**config.mk**
```make
export PLATFORM = sky130hd
export DESIGN_NAME = vector_controller
export DESIGN_NICKNAME = d
export VERILOG_FILES = /design/src/rtl/vector_controller.sv
export SDC_FILE = /design/constraint.sdc
export NUM_CORES = 1
export LEC_CHECK = 0
export ABC_AREA = 1
export CAP_MARGIN = 20
export CORE_MARGIN = 2
export CORE_UTILIZATION = 48
export CTS_CLUSTER_SIZE = 16
export DETAILED_ROUTE_END_ITERATION = 12
export PLACE_DENSITY_LB_ADDON = 0.05
export SYNTH_ARGS = -nofsm -noshare
export SYNTH_HDL_FRONTEND = slang
export SYNTH_SLANG_ARGS = --single-unit
```
**constraint.sdc**
```tcl
create_clock -name clk -period 2.3 [get_ports clk]
set_input_delay 0.23 -clock clk [delete_from_list [all_inputs] [get_ports clk]]
set_output_delay 0.23 -clock clk [all_outputs]
set_load 0.1 [all_outputs]
```
**src/rtl/vector_controller.sv**
```systemverilog
// Sequencing controller for the 4 x 512-bit vector register file: accepts one
// instruction at a time and walks it through memory, ALU and write-back phases.
module vector_controller #(
    parameter int ADDR_W  = 9,
    parameter int TIMEOUT = 255
) (
    input  logic              clk,
    input  logic              reset,
    input  logic              instr_valid,
    output logic              instr_ready,
    input  logic [15:0]       instr,
    output logic              busy,
    output logic [1:0]        rf_rAdd,
    output logic [1:0]        rf_wAdd1,
    output logic [1:0]        rf_wAdd2,
    output logic              rf_wEnable1,
    output logic              rf_wEnable2,
    output logic              rf_src,
    output logic              ld_capture,
    output logic              mem_req,
    output logic              mem_we,
    output logic [ADDR_W-1:0] mem_addr,
    input  logic              mem_ack,
    output logic              alu_start,
    output logic              alu_op,
    input  logic              alu_done,
    output logic              err,
    output logic [15:0]       retired
);

    localparam int CNT_RAW = $clog2(TIMEOUT + 1);
    localparam int CNT_W   = (CNT_RAW > 8) ? CNT_RAW : 8;
    localparam logic [CNT_W-1:0] CNT_LAST = CNT_W'(TIMEOUT - 1);

    localparam logic [1:0] OP_LOAD  = 2'b00;
    localparam logic [1:0] OP_STORE = 2'b01;
    localparam logic [1:0] OP_MUL   = 2'b11;

    typedef enum logic [1:0] {S_IDLE, S_MEM, S_EXEC, S_WB} state_t;

    state_t           state_q, state_d;
    logic [15:0]      instr_q, instr_d;
    logic [CNT_W-1:0] cnt_q, cnt_d;
    logic             err_q, err_d;
    logic [15:0]      retired_q, retired_d;

    logic [1:0] opc;
    logic [1:0] rg;

    assign opc = instr_q[15:14];
    assign rg  = instr_q[13:12];

    always_ff @(posedge clk) begin
        if (reset) begin
            state_q   <= S_IDLE;
            cnt_q     <= '0;
            err_q     <= 1'b0;
            retired_q <= '0;
        end else begin
            state_q   <= state_d;
            cnt_q     <= cnt_d;
            err_q     <= err_d;
            retired_q <= retired_d;
        end
    end

    // Latched instruction is pure data and needs no reset.
    always_ff @(posedge clk) begin
        instr_q <= instr_d;
    end

    always_comb begin
        state_d     = state_q;
        instr_d     = instr_q;
        cnt_d       = cnt_q;
        err_d       = err_q;
        retired_d   = retired_q;
        instr_ready = 1'b0;
        busy        = (state_q != S_IDLE);
        rf_rAdd     = 2'd0;
        rf_wAdd1    = 2'd0;
        rf_wAdd2    = 2'd0;
        rf_wEnable1 = 1'b0;
        rf_wEnable2 = 1'b0;
        rf_src      = 1'b0;
        ld_capture  = 1'b0;
        mem_req     = 1'b0;
        mem_we      = 1'b0;
        mem_addr    = '0;
        alu_start   = 1'b0;
        alu_op      = 1'b0;

        case (state_q)
            S_IDLE: begin
                instr_ready = 1'b1;
                if (instr_valid) begin
                    instr_d = instr;
                    cnt_d   = '0;
                    state_d = instr[15] ? S_EXEC : S_MEM;
                end
            end
            S_MEM: begin
                mem_req  = 1'b1;
                mem_addr = instr_q[ADDR_W-1:0];
                mem_we   = (opc == OP_STORE);
                rf_rAdd  = (opc == OP_STORE) ? rg : 2'd0;
                if (mem_ack) begin
                    if (opc == OP_STORE) begin
                        state_d   = S_IDLE;
                        retired_d = retired_q + 16'd1;
                    end else begin
                        ld_capture = 1'b1;
                        state_d    = S_WB;
                    end
                end else if (cnt_q == CNT_LAST) begin
                    err_d   = 1'b1;
                    state_d = S_IDLE;
                end else begin
                    cnt_d = cnt_q + CNT_W'(1);
                end
            end
            S_EXEC: begin
                // Counter is zero only on the first EXEC cycle, giving a one-cycle start pulse.
                alu_start = (cnt_q == '0);
                alu_op    = opc[0];
                if (alu_done) begin
                    state_d = S_WB;
                end else if (cnt_q == CNT_LAST) begin
                    err_d   = 1'b1;
                    state_d = S_IDLE;
                end else begin
                    cnt_d = cnt_q + CNT_W'(1);
                end
            end
            S_WB: begin
                rf_wEnable1 = 1'b1;
                rf_wAdd1    = rg;
                rf_src      = (opc != OP_LOAD);
                if (opc == OP_MUL) begin
                    rf_wEnable2 = 1'b1;
                    rf_wAdd2    = rg + 2'd1;
                end
                state_d   = S_IDLE;
                retired_d = retired_q + 16'd1;
            end
            default: begin
                state_d = S_IDLE;
            end
        endcase
    end

    assign err     = err_q;
    assign retired = retired_q;

endmodule

```
==> run metrics <==
Hold Vio Cnt, Final 0; slowest CP cell dfxtp_2; Critical Path End Type register; clk slew on worst S/H paths 80 ps; Hold Path Class input port to register; Core Footprint 4660 um^2; CP Buf/Inv Count 3; P&R area growth vs syn 34.8%; Die ar. 5370 um^2; placed cells 442; CP Data Required Time 2540 ps; cell count after synthesis 333; Crit path largest cell delay 360 ps; Diodes inserted 0; post-DP HPWL 3.88 mm; Final TNS setup 0 ps; Vias/cell 4.92; total gr overflow 0; hold_buf cts 0; GRT Overall Usage 0.205; vias in the first global route 1937; Min-Delay Path Depth 1; CTS max path bufs 2; final core occ 0.666; post-CTS setup buffers 0; # DRC 0; Reg2Reg Depth 10; cell family with most CP delay buffers and inverters; outcome finished clean; non-filler cells, final 450; Final WS setup 344 ps; I/O pins 63; # rows 25; ys flop type dfxtp_1; final number of max-transition violations 0; worst hold start instr[4]; most frequent cells in the layout nand2_1, inv_1, nor2_1, buf_4; number of buffers created by CTS 5; CTS root buf clkbuf_8; fmax 511 MHz; Post-synth EDFFs 13; clk_skew 7.91 ps; Worst-Margin Slew 470 ps; peak supply drop 0.396 mV; flops & latches, synth 40; wire length per cell 11.4 um; Synth Warn # 0; ys async rst share 0; Detail Route Antenna Nets 0; Setup crit start state_q[1]$_SDFFE_PP0P_; post-place instance area 2990 um^2; WS Path Type register to register; initial core utilization 0.494; Post-Syn Area 2300 um^2; Place WS 381 ps; WHS 480 ps; post-route cell area 3100 um^2; crit path time final 1960 ps; DR pass1 iterations 4; worst r2r src state_q[1]$_SDFFE_PP0P_; layout cells sized above 1 0.207; total number of H-tree levels 2; TritonCTS clock tree yes; Worst setup SP type register; global-route wire length before repair 8.54 mm; die width 73.3 um; RSZ-0062 raised after global routing false; period utilization 0.850; DR iter-0 viols 99; instance count on the critical path 10; pin count of the biggest net entering global routing 17; vias post-DR 2215; Nets 424; post-synthesis sequential area ratio 0.404; total design power 2.25 mW; crit path DAT 2200 ps; number of distinct library cells after synthesis 28; Port Buffers 59; leakage 1.37 nW; Power Dens Cells 724 nW/um^2; critical path peak fanout 13; cts repair resizes 0; commonest non-fill, non-tap cell in the layout nand2_1; crit-path cells inv_1 -> ha_2 -> inv_1 -> nand2_1 -> nand2_2 -> inv_1 -> nand2_1 -> o21ai_0 -> nand2_1 -> nor2_1; Max-Slew Margin vs Limit 0.686; final WL 5.12 mm; Die Y-Extent 73.3 um; max cap viols 0; average size of a mapped cell 6.92 um^2; insertion delay to the later sink of the worst-skew pair 300 ps; GPL Wtd Cong 0.876; final setup violation count 0; syn_nets 362; initial antenna violation count 0; Clock Sinks 40
synth_stat cells (2+ instances only):
| library cell | number | share of area |
|---|---|---|
| nand2_1 | 95 | 0.15 |
| nand2_2 | 3 | 0.0081 |
| nor2_1 | 46 | 0.075 |
| o21ai_0 | 9 | 0.020 |
| o21ai_1 | 2 | 0.0043 |
| buf_4 | 2 | 0.0065 |
| ha_1 | 8 | 0.043 |
| inv_2 | 2 | 0.0033 |
| a21oi_1 | 17 | 0.037 |
| dfxtp_1 | 27 | 0.23 |
| edfxtp_1 | 13 | 0.17 |
| nor3_1 | 4 | 0.0087 |
| nand3_1 | 25 | 0.054 |
| clkbuf_1 | 2 | 0.0033 |
| nand4_1 | 9 | 0.024 |
| inv_1 | 50 | 0.081 |
| nor2_2 | 6 | 0.016 |
| xor2_1 | 2 | 0.0076 |
| o21bai_1 | 2 | 0.0065 |
cell families (layout without fill, tap and decap cells):
logic type	Yosys count	count (layout)	synth area share
XOR/XNOR	3	3	0.0114
flip-flops	40	40	0.404
AO/OA/AOI/OAI	30	30	0.0674
buffers and inverters	60	123	0.106
adder cells (fa/ha/maj)	8	8	0.0435
AND/OR/NAND/NOR	192	192	0.368
layout make-up:
class | instances | area [um^2]
fillers | 398 | 1560
multi-input cells | 233 | 1200
flip-flops and latches | 40 | 933
repair buffers | 61 | 588
inverters | 54 | 208
clock buffers | 5 | 68.8
well taps | 54 | 67.6
clock inverters | 3 | 42.5
sequential cells by signal, summed over array words and instances (netlist names):
register and cells:
cnt_q 8, retired 16, instr_q 13, err 1, state_q 2
worst paths after layout:
check / endpoint / slack, ps
min: instr_q[4]$_DFFE_PP_ / 480
max reg2reg: retired[7]$_SDFFE_PP0P_ / 340
max: retired[7]$_SDFFE_PP0P_ / 340
min reg2reg: err$_SDFFE_PP0P_ / 480
where the power goes:
group          internal, mW  switching (mW)
registers             0.786          0.0432
logic                 0.211           0.629
clock network         0.321           0.259
total                  1.32           0.931
metal layers:
layer,track usage,up-vias,part of all wire
met4,0.0741,0,0.015
li1,-,1172,-
met3,0.0453,7,0.055
met2,0.340,62,0.47
met5,0,-,0
met1,0.260,974,0.46
worst reg2reg max path: cells and delay by family, from the launching register on:
family / cells / cell delay, ps
AO/OA/AOI/OAI: 1 / 190
adder cells (fa/ha/maj): 1 / 330
buffers and inverters: 3 / 520
flip-flops: 1 / 360
AND/OR/NAND/NOR: 5 / 500
No activity file was read; power rests on OpenSTA's default activity.
